--- src/rtl/cskipa_io_stage.sv ---
// Two-stage valid/ready wrapper around an external carry-skip adder.
// Stage A registers the operand pair and drives the adder directly from flops;
// stage B captures the combinational sum/carry and holds it for the consumer.
// Two statistics counters track delivered results and delivered carries.
module cskipa_io_stage #(
    parameter int WIDTH = 12,
    parameter int CNT_W = 16
) (
    input  logic             clk,
    input  logic             rst_n,
    input  logic             clr,
    // Operand side
    input  logic             in_valid,
    output logic             in_ready,
    input  logic [WIDTH-1:0] in_a,
    input  logic [WIDTH-1:0] in_b,
    // Adder side
    output logic [WIDTH-1:0] add_term1,
    output logic [WIDTH-1:0] add_term2,
    input  logic [WIDTH-1:0] add_sum,
    input  logic             add_cout,
    // Result side
    output logic             out_valid,
    input  logic             out_ready,
    output logic [WIDTH-1:0] out_sum,
    output logic             out_cout,
    // Statistics
    output logic [CNT_W-1:0] res_count,
    output logic [CNT_W-1:0] cout_count
);

    // Stage A state
    logic             r_a_valid;
    logic [WIDTH-1:0] r_a_op1;
    logic [WIDTH-1:0] r_a_op2;

    // Stage B state
    logic             r_out_valid;
    logic [WIDTH-1:0] r_out_sum;
    logic             r_out_cout;

    // Counters
    logic [CNT_W-1:0] r_res_count;
    logic [CNT_W-1:0] r_cout_count;

    // Handshake decode
    logic w_b_load;
    logic w_in_accept;
    logic w_out_xfer;
    logic w_res_sat;
    logic w_cout_sat;

    // Stage B can take a new result when empty or when it is being drained now.
    // clr freezes all data movement, so every transfer below is gated by it.
    always_comb begin
        // NOTE: every signal written in always_comb gets a default first so no latch is inferred.
        w_b_load    = 1'b0;
        w_in_accept = 1'b0;
        w_out_xfer  = 1'b0;
        in_ready    = 1'b0;
        if (!clr) begin
            w_b_load    = r_a_valid && (!r_out_valid || out_ready);
            in_ready    = !r_a_valid || w_b_load;
            w_in_accept = in_valid && in_ready;
            w_out_xfer  = r_out_valid && out_ready;
        end
    end

    assign w_res_sat  = &r_res_count;
    assign w_cout_sat = &r_cout_count;

    // Stage A: load new operands on accept, otherwise hold; valid drops once the pair moves to B.
    always_ff @(posedge clk or negedge rst_n) begin
        if (!rst_n) begin
            // NOTE: state is updated with non-blocking assignments so all flops sample the same edge values.
            r_a_valid <= 1'b0;
            r_a_op1   <= '0;
            r_a_op2   <= '0;
        end else if (clr) begin
            r_a_valid <= 1'b0;
        end else if (w_in_accept) begin
            r_a_valid <= 1'b1;
            r_a_op1   <= in_a;
            r_a_op2   <= in_b;
        end else if (w_b_load) begin
            r_a_valid <= 1'b0;
        end
    end

    // Stage B: capture the adder result on b_load, drop valid after a drain with no refill.
    always_ff @(posedge clk or negedge rst_n) begin
        if (!rst_n) begin
            r_out_valid <= 1'b0;
            r_out_sum   <= '0;
            r_out_cout  <= 1'b0;
        end else if (clr) begin
            r_out_valid <= 1'b0;
        end else if (w_b_load) begin
            r_out_valid <= 1'b1;
            r_out_sum   <= add_sum;
            r_out_cout  <= add_cout;
        end else if (w_out_xfer) begin
            r_out_valid <= 1'b0;
        end
    end

    // Statistics: count delivered results and carries, saturating at all-ones.
    always_ff @(posedge clk or negedge rst_n) begin
        if (!rst_n) begin
            r_res_count  <= '0;
            r_cout_count <= '0;
        end else if (clr) begin
            r_res_count  <= '0;
            r_cout_count <= '0;
        end else if (w_out_xfer) begin
            if (!w_res_sat) begin
                r_res_count <= r_res_count + 1'b1;
            end
            if (r_out_cout && !w_cout_sat) begin
                r_cout_count <= r_cout_count + 1'b1;
            end
        end
    end

    // The adder is fed straight from stage A flops, so its inputs hold when stage A empties.
    assign add_term1  = r_a_op1;
    assign add_term2  = r_a_op2;
    assign out_valid  = r_out_valid;
    assign out_sum    = r_out_sum;
    assign out_cout   = r_out_cout;
    assign res_count  = r_res_count;
    assign cout_count = r_cout_count;

endmodule

--- config.mk ---
export PLATFORM = sky130hd
export DESIGN_NAME = cskipa_io_stage
export DESIGN_NICKNAME = d
export VERILOG_FILES = /design/src/rtl/cskipa_io_stage.sv
export SDC_FILE = /design/constraint.sdc
export NUM_CORES = 1
export LEC_CHECK = 0
export CORE_UTILIZATION = 40
export DETAILED_ROUTE_END_ITERATION = 10
export HOLD_SLACK_MARGIN = 0.12
export PLACE_DENSITY = 0.72
export SYNTH_ARGS = -nofsm -noshare
export SYNTH_HDL_FRONTEND = slang
export SYNTH_SLANG_ARGS = --single-unit
export TNS_END_PERCENT = 30
--- constraint.sdc ---
create_clock -name clk -period 2.3 [get_ports clk]
set_input_delay 0.46 -clock clk [delete_from_list [all_inputs] [get_ports clk]]
set_output_delay 0.46 -clock clk [all_outputs]
set_load 0.1 [all_outputs]
==> results of run 1 <==
-- timing repair --
action | in CTS | in global routing
hold endpoints to repair | 17 | 0
hold buffers | 1 | 0
setup buffers | 0 | 0
-- final cells by class --
cell class | instances | share of cell area [%]
Clock buffer | 12 | 3.09
Timing Repair Buffer | 130 | 24.2
Inverter | 5 | 0.399
Multi-Input combinational cell | 195 | 30.5
Clock inverter | 4 | 0.958
Sequential cell | 71 | 38.1
Tap cell | 102 | 2.71
-- through the flow --
step                      TNS [ps]  utilization, %  setup slack (ps)  power (mW)  instances
after detailed placement      -161            57.7             -64.9        2.81        502
after floorplan               -165               -             -49.2        2.44        281
after global placement       -23.1            57.7             -14.3        2.79        502
after global routing             0            60.2              72.6        3.88        519
final                            0            60.2               138        3.75        519
after CTS                        0            60.2               130        3.79        519
-- worst paths after layout --
check | to | start | cells after the start
max in group asynchronous | out_valid | rst_n | 3
hold reg to reg | add_term2[8] | add_term2[8] | 1
setup reg to reg | res_count[9] | res_count[0] | 6
setup / recovery | in_ready | out_ready | 6
hold / removal | add_term2[8] | add_term2[8] | 1
min in group asynchronous | res_count[2] | rst_n | 2
-- synth_stat cells, drive strengths merged --
master | count | area (um^2)
or2 | 1 | 6.26
a21oi | 24 | 120
o21ai | 15 | 75.1
inv | 5 | 18.8
and3 | 2 | 12.5
o2111ai | 1 | 8.76
o31ai | 9 | 67.6
nand4 | 11 | 83.8
and4 | 4 | 35.0
nand2b | 1 | 6.26
a31oi | 2 | 12.5
o21bai | 1 | 7.51
or3 | 13 | 88.8
nor2b | 5 | 31.3
clkbuf | 3 | 11.3
or3b | 1 | 8.76
o41ai | 1 | 8.76
and2 | 2 | 12.5
nor3b | 1 | 7.51
or4 | 10 | 76.3
a2111oi | 1 | 8.76
o211ai | 1 | 7.51
mux2 | 41 | 462
nor3 | 3 | 15.0
and3b | 1 | 8.76
a311oi | 2 | 17.5
a41oi | 1 | 8.76
nor4 | 4 | 40.0
xnor2 | 1 | 8.76
dfrtp | 71 | 1780
or4b | 1 | 10.0
nand3 | 10 | 50.1
buf | 7 | 32.5
nand2 | 11 | 41.3
nor2 | 12 | 45.0
ha | 2 | 25.0
-- power by group --
part | switching (mW) | internal [mW] | leakage (nW)
Clock | 0.451 | 0.527 | 0.100
Sequential | 0.0697 | 1.36 | 0.892
Combinational | 1.02 | 0.323 | 1.02
Total | 1.54 | 2.21 | 2.02
-- cell families after synthesis --
logic type                 count (synthesis)  share of synthesized area [%]
and+or+nand+nor                           93                           17.8
DFF                                       71                           54.6
AOI/OAI and AO/OA                         58                           10.5
muxes                                     41                           14.2
buffers and inverters                     15                           1.92
adders and majority gates                  2                          0.768
xor gates and xnor gates                   1                          0.269
-- state kept, by name, indices dropped and copies added (netlist names) --
signal      cells
out_cout        1
out_sum        12
add_term2      12
r_a_valid       1
add_term1      12
out_valid       1
cout_count     16
res_count      16
-- critical path, stage by stage --
cell             delay [ps]
clkdlybuf4s50_1         530
buf_4                   140
nor2b_1                  50
buf_4                   150
a21oi_4                 170
buf_12                  200
-- layer usage --
layer / track usage, % / share of wire (%)
met1: 24.3 / 43
met2: 31.9 / 48
met3: 5.56 / 7.1
met4: 7.94 / 1.3
met5: 0 / 0
==> run metrics, run 1 <==
status=complete, no violations; Worst Hold Class=reg2reg; I/O pin cnt=113; CP Max Fanout=4; DRT iter0 DRCs=113; share of layout cells above drive strength 1=39.6%; Worst Hold Slack=506 ps; Yosys warning count=0; most frequent cells in the layout=buf_4 (83), dfrtp_1 (61), mux2_2 (41); Ant. Diodes=0; Final min period=2160 ps; number of global-route vias before repair=2899; Unique masters post-synth=42; post-CTS sizing=0; CTS root buf=clkbuf_8; Fillers=658; HPWL Detailed=5660 um; r2r setup slk=340 ps; Arr. time, crit path=1700 ps; # DRC=0; CTS Buf Count=9; Worst EP required=1840 ps; number of max-cap violations=0; Worst-Skew Late Latency=340 ps; Hold Fails Final Rpt=0; Slew Viols, Final=0; clk slew on worst S/H paths=70 ps; Synthesized Nets=325; Core ar.=7810 um^2; Mapped Cells=281; final WL=7810 um; full die area=8510 um^2; total global-route track usage=19.5%; clk sinks=71; Tcrit/Tclk final=94.0%; Synth Cell Area=3260 um^2; Worst Max-Slew Pin Slew=523 ps; Final setup viols=0; commonest non-fill, non-tap cell in the layout=buf_4; routed len/inst=15.1 um; Max-slew headroom=65.0%; sequential share of the synthesized area=54.6%; CTS tree=built; worst IR drop on VDD=0.584 mV; H-Tree Depth=3; die height=92.2 um; Worst Setup Path Type=in2out; placed inst area=4500 um^2; Synth-to-Final Area Change=44.4%; Register Area=1790 um^2; Die W=92.2 um; nets=456; global placement routability congestion=0.771; element type at the critical path start=input port; fin area=4700 um^2; total gr overflow=0; post-route ant nets=0; unrepaired setup endpoints after global routing=no; Starting Density=41.7%; area of the multi-input gates=1440 um^2; Pleak=2.02 nW; first drt pass iteration count=4; total number of vias=2847; Port Buffer Count=112; synthesis-stage register bit count=71; Clock Tree Buf Depth=2; initial antenna violation count=0; Worst setup EP type=output port; Worst Clk Skew=10.2 ps; largest net degree at the start of global routing=41; vias per cell=5.49; fmax=463 MHz; Site Rows=32; global-route wire length before repair=13200 um; P per Cell Area=798 nW/um^2; Syn Area/Cell=11.6 um^2
Note: power is estimated with default switching activity, not from simulation.
==> run 2, diff against run 1 <==
--- a/config.mk
+++ b/config.mk
@@ -7,6 +7,7 @@
 export LEC_CHECK = 0
 export CORE_UTILIZATION = 40
 export DETAILED_ROUTE_END_ITERATION = 10
+export GPL_TIMING_DRIVEN = 0
 export HOLD_SLACK_MARGIN = 0.12
 export PLACE_DENSITY = 0.72
 export SYNTH_ARGS = -nofsm -noshare
==> run 2 against run 1 <==
  * Global-route usage rose by 0.90 points
  * Non-clock buffer count fell by 6
  * Via count rose by 0.21%
  * Sequential power barely moved
  * Routed wire length rose by 2.1%
  * Power rose by 9.0%
  * Final cell count fell by 1.2%
  * Die area did not move
  * Design area rose by 1.7%
  * Worst hold slack barely moved
  * Critical path type is now in2reg
  * Largest power group unchanged
==> run metrics, run 2 (synthesis gave the netlist of run 1 again) <==
status=complete, no violations; # DRC=0 (unchanged); worst IR drop on VDD=0.642 mV (+10%); Worst-Skew Late Latency=340 ps (about the same); I/O pin cnt=113 (unchanged); share of layout cells above drive strength 1=21.4% (-18 points); Register Area=1790 um^2 (unchanged); Worst Clk Skew=7.98 ps (-2.20 ps); Hold Path Stages=1 (unchanged); worst path bufs/invs=2 (-2); clk sinks=71 (unchanged); vias per cell=5.56 (+1.4%); Worst Hold Class=reg2reg; hold path startpoint=add_term1[5]; die height=92.2 um (unchanged); Clock Tree Buf Depth=2 (unchanged); delay-heaviest family, CP=simple AND/OR/NAND/NOR gates; CP Max Fanout=10 (+6); hold path endpoint=add_term1[5]; first drt pass iteration count=4 (unchanged); P per Cell Area=856 nW/um^2 (+7.2%); Net Sw Power=1.56 mW (+1.4%); H-Tree Depth=3 (unchanged); peak per-stage delay on the critical path=590 ps (+60 ps); total number of vias=2853 (+0.21%); Ant. Diodes=0 (unchanged); Final min period=2180 ps (+22.0 ps); full die area=8510 um^2 (unchanged); most frequent cells in the layout=dlygate4sd2_1 (66), dfrtp_1 (61), mux2_2 (41); Pleak=2.14 nW (+6.2%); part of the power in the clock network=33.3% (+7.3 points); number of global-route vias before repair=2907 (+0.28%); dpl cells=496 (-1.2%); fmax=458 MHz (-1.0%); HPWL Detailed=5840 um (+3.2%); commonest non-fill, non-tap cell in the layout=dlygate4sd2_1; number of max-cap violations=0 (unchanged); Final setup viols=0 (unchanged); post-CTS setup buffer count=0 (unchanged); Final Util=61.3% (+1.0 points); Arr. time, crit path=2450 ps (+750 ps); Slew Viols, Final=0 (unchanged); Site Rows=32 (unchanged); largest net degree at the start of global routing=44 (+7.3%); placed inst area=4560 um^2 (+1.3%); Post-Place Worst Slack=-703 ps (-638 ps); Max-slew headroom=33.1% (-32 points); post-route ant nets=0 (unchanged); Fin Setup TNS=0 ps (unchanged); initial antenna violation count=0 (unchanged); area of the multi-input gates=1440 um^2 (+0.17%); unrepaired setup endpoints after global routing=no; Hold Fails Final Rpt=0 (unchanged); Overall Power=4.09 mW (+9.0%); clk slew on worst S/H paths=80 ps (about the same); r2r setup slk=320 ps (-20 ps); Final WS setup=116 ps (-22.0 ps); Tcrit/Tclk final=95.0% (+0.96 points); global placement routability congestion=0.796 (+3.2%); worst r2r src=cout_count[7]; Worst EP required=2560 ps (+720 ps); Worst Hold Slack=506 ps (+0.00600 ps); total global-route track usage=20.4% (+0.90 points); combinational share of power=31.8% (-4.0 points); total gr overflow=0 (unchanged); routed len/inst=15.5 um (+3.3%); final WL=7980 um (+2.1%); Worst Setup Path Type=in2reg; DRT iter0 DRCs=92 (-19%); nets=450 (-1.3%); r2r worst-path depth=5 (-1); Port Buffer Count=112 (unchanged); element type at the critical path start=input port; Seq pwr share=34.9% (-3.3 points); CTS Buf Count=9 (unchanged); worst-path cell chain=clkdlybuf4s50_1 -> and2_1 -> buf_2 -> nand4_1 -> or4_2 -> a21oi_1; global-route wire length before repair=13500 um (+2.7%); Core ar.=7810 um^2 (unchanged); worst r2r dst=cout_count[15]; Fillers=683 (+3.8%); internal cell power=2.53 mW (+14%); fin cells=513 (-1.2%); Starting Density=41.7% (unchanged); CP max stage cell=clkdlybuf4s50_1; Worst setup EP type=register; Die W=92.2 um (unchanged); CTS root buf=clkbuf_8; Synth-to-Final Area Change=46.8%; Worst Max-Slew Pin Slew=1010 ps (+484 ps); CTS tree=built; Switching Share=38.2% (-2.8 points); fin area=4780 um^2 (+1.7%)
-- run 2: cell count changes in the layout (fill, tap and decap cells not counted), sizes merged --
cell | before | now
clkinvlp | 0 | 1
bufinv | 1 | 4
clkbuf | 12 | 15
dlygate4sd2 | 0 | 66
dlymetal6s2s | 0 | 4
clkinv | 3 | 0
buf | 89 | 9
-- run 2: cell type report --
cell class / instances / share of cell area [%]
buffer: 10 / 0.942
clock buffer: 11 / 3.17
sequential: 71 / 37.5
inverter: 5 / 0.392
timing repair buffer: 114 / 22.6
multi-input combinational: 195 / 30.1
clock inverter: 5 / 2.67
tap: 102 / 2.67
-- run 2: layer usage --
layer,track usage [%],part of all wire (%)
met4,9.24,2.2
met1,24.9,41
met5,0,0
met2,32.1,48
met3,7.71,8.9
-- run 2: power groups by stage --
stage               logic, mW  registers, mW  clock network (mW)
floorplan               0.148           2.30                   0
global placement         1.37           1.45                   0
detailed placement       1.38           1.46                   0
CTS                      1.31           1.43                1.39
global route             1.35           1.44                1.44
finish                   1.30           1.43                1.36
-- run 2: worst max path at each step --
stage,from,cells past startpoint,to,slack [ps]
after floorplan,cout_count[0],5,cout_count[12],-50
after global placement,rst_n,1,out_valid,-2230
after detailed placement,out_ready,4,in_ready,-700
after CTS,out_ready,4,in_ready,-80
after global routing,out_ready,6,res_count[9],10
final,out_ready,6,res_count[9],120
-- run 2: worst register-to-register path, delay by kind of cell (launching register included) --
| kind | cells | cell delay, ps |
|---|---|---|
| simple gates | 3 | 920 |
| mux | 1 | 300 |
| buf+inv | 1 | 320 |
| flops | 1 | 340 |
-- run 2: what timing repair did --
action | 4_1_cts | 5_1_grt
pin swaps | 0 | 0
endpoints found under the setup margin | 69 | 11
gates resized for setup | 71 | 8
hold endpoints to repair | 28 | 0
hold buffers | 1 | 0
==> run 3, diff against run 2 <==
--- a/config.mk
+++ b/config.mk
@@ -9,7 +9,7 @@
 export DETAILED_ROUTE_END_ITERATION = 10
 export GPL_TIMING_DRIVEN = 0
 export HOLD_SLACK_MARGIN = 0.12
-export PLACE_DENSITY = 0.72
+export PLACE_DENSITY_LB_ADDON = 0.1
 export SYNTH_ARGS = -nofsm -noshare
 export SYNTH_HDL_FRONTEND = slang
 export SYNTH_SLANG_ARGS = --single-unit
==> run 3 against run 2 <==
  * Core utilization is 0.87 points lower
  * Combinational power hardly changed
  * Register-to-register slack worse by 70 ps
  * First-iteration DRC count is 18% higher
  * Power is 6.3% lower
  * Sequential cell count stayed put
  * Critical path depth is 2 lower
  * Critical path type is now in2out
==> run metrics, run 3 (synthesis gave the netlist of run 1 again) <==
status=complete, no violations; Fin Setup TNS=0 ps (unchanged); total global-route track usage=20.0% (-0.39 points); clk slew on worst S/H paths=80 ps (about the same); unrepaired setup endpoints after global routing=yes; element type at the critical path start=input port; nets=450 (unchanged); CP Max Fanout=5 (-5); vias per cell=5.38 (-3.3%); first drt pass iteration count=4 (unchanged); H-Tree Depth=3 (unchanged); worst IR drop on VDD=0.637 mV (-0.81%); Post-Place Worst Slack=-659 ps (+43.9 ps); Worst Max-Slew Pin Slew=990 ps (-16.8 ps); Worst-Skew Late Latency=340 ps (about the same); Site Rows=32 (unchanged); Overall Power=3.83 mW (-6.3%); Worst Hold Class=in2async; Worst EP required=1840 ps (-720 ps); Starting Density=41.7% (unchanged); largest net degree at the start of global routing=69 (+57%); Pleak=2.10 nW (-2.0%); # DRC=0 (unchanged); post-route ant nets=0 (unchanged); full die area=8510 um^2 (unchanged); global placement routability congestion=0.772 (-3.0%); fin cells=513 (unchanged); global-route wire length before repair=13300 um (-1.3%); CTS root buf=clkbuf_8; share of layout cells above drive strength 1=20.9% (-0.49 points); Core ar.=7810 um^2 (unchanged); CTS tree=built; HPWL Detailed=5570 um (-4.7%); final WL=7760 um (-2.7%); worst r2r src=res_count[0]; total gr overflow=0 (unchanged); clk sinks=71 (unchanged); Worst setup EP type=output port; initial antenna violation count=0 (unchanged); routed len/inst=15.1 um (-2.7%); Slew Viols, Final=0 (unchanged); total number of vias=2759 (-3.3%); Ant. Diodes=0 (unchanged); Final min period=2220 ps (+33.0 ps); Worst Setup Path Type=in2out; CP endpoint=in_ready; most frequent cells in the layout=dlygate4sd2_1 (67), dfrtp_1 (61), mux2_2 (41); Final Util=60.4% (-0.87 points); die height=92.2 um (unchanged); Crit. Startpoint=out_ready; number of global-route vias before repair=2851 (-1.9%); Final setup viols=0 (unchanged); fmax=451 MHz (-1.5%); Worst Clk Skew=5.89 ps (-2.09 ps); Arr. time, crit path=1760 ps (-690 ps); commonest non-fill, non-tap cell in the layout=dlygate4sd2_1; Max-slew headroom=34.2% (+1.1 points); DRT iter0 DRCs=109 (+18%); I/O pin cnt=113 (unchanged); placed inst area=4560 um^2 (unchanged); fin area=4710 um^2 (-1.4%); worst r2r dst=res_count[7]; Die W=92.2 um (unchanged); Worst Hold Slack=451 ps (-55.2 ps); Clock Tree Buf Depth=2 (unchanged); Hold Fails Final Rpt=0 (unchanged); P per Cell Area=813 nW/um^2 (-5.0%); dpl cells=496 (unchanged); Tcrit/Tclk final=96.4% (+1.4 points); number of max-cap violations=0 (unchanged); Synth-to-Final Area Change=44.8%; Final WS setup=82.9 ps (-33.0 ps); r2r worst-path depth=6 (+1); Port Buffer Count=112 (unchanged); CTS Buf Count=9 (unchanged); r2r setup slk=250 ps (-70 ps)
-- run 3: worst min-delay path by stage --
stage / endpoint / slack, ps / cells past startpoint
floorplan: add_term1[0] / 160 / 0
global placement: add_term2[9] / 490 / 1
detailed placement: cout_count[8] / 270 / 1
CTS: cout_count[8] / 440 / 2
global route: cout_count[10] / 440 / 2
finish: cout_count[8] / 450 / 2
-- run 3: worst max-delay path: stages --
cell             delay (ps)
clkdlybuf4s50_1         580
nor2b_2                 110
a21oi_4                 140
buf_2                   460
-- run 3: timing repair --
item | in CTS | in global routing
endpoints found under the setup margin | 78 | 4
setup buffers | 0 | 0
hold buffers | 1 | 0
endpoints found under the hold margin | 3 | 0
gates resized for setup | 71 | 6
-- run 3: routing by layer --
layer	up-vias	track usage [%]	part of all wire [%]
met3	6	7.05	8.9
met1	1342	24.8	44
met2	97	31.6	46
li1	1314	-	-
met4	0	8.59	1.3
met5	-	0	0
-- run 3: area by class of cell --
cell class / count / area (um^2)
Tap cell: 102 / 128
Clock inverter: 5 / 81.3
Fill cell: 691 / 3090
Multi-Input combinational cell: 195 / 1430
Inverter: 5 / 18.8
Sequential cell: 71 / 1790
Buffer: 10 / 45.0
Timing Repair Buffer: 114 / 1070
Clock buffer: 11 / 141
-- run 3: power breakdown --
part	total [mW]	switching, mW	internal [mW]
sequential	1.42	0.0584	1.36
clock	1.11	0.474	0.641
combinational	1.30	1.02	0.275
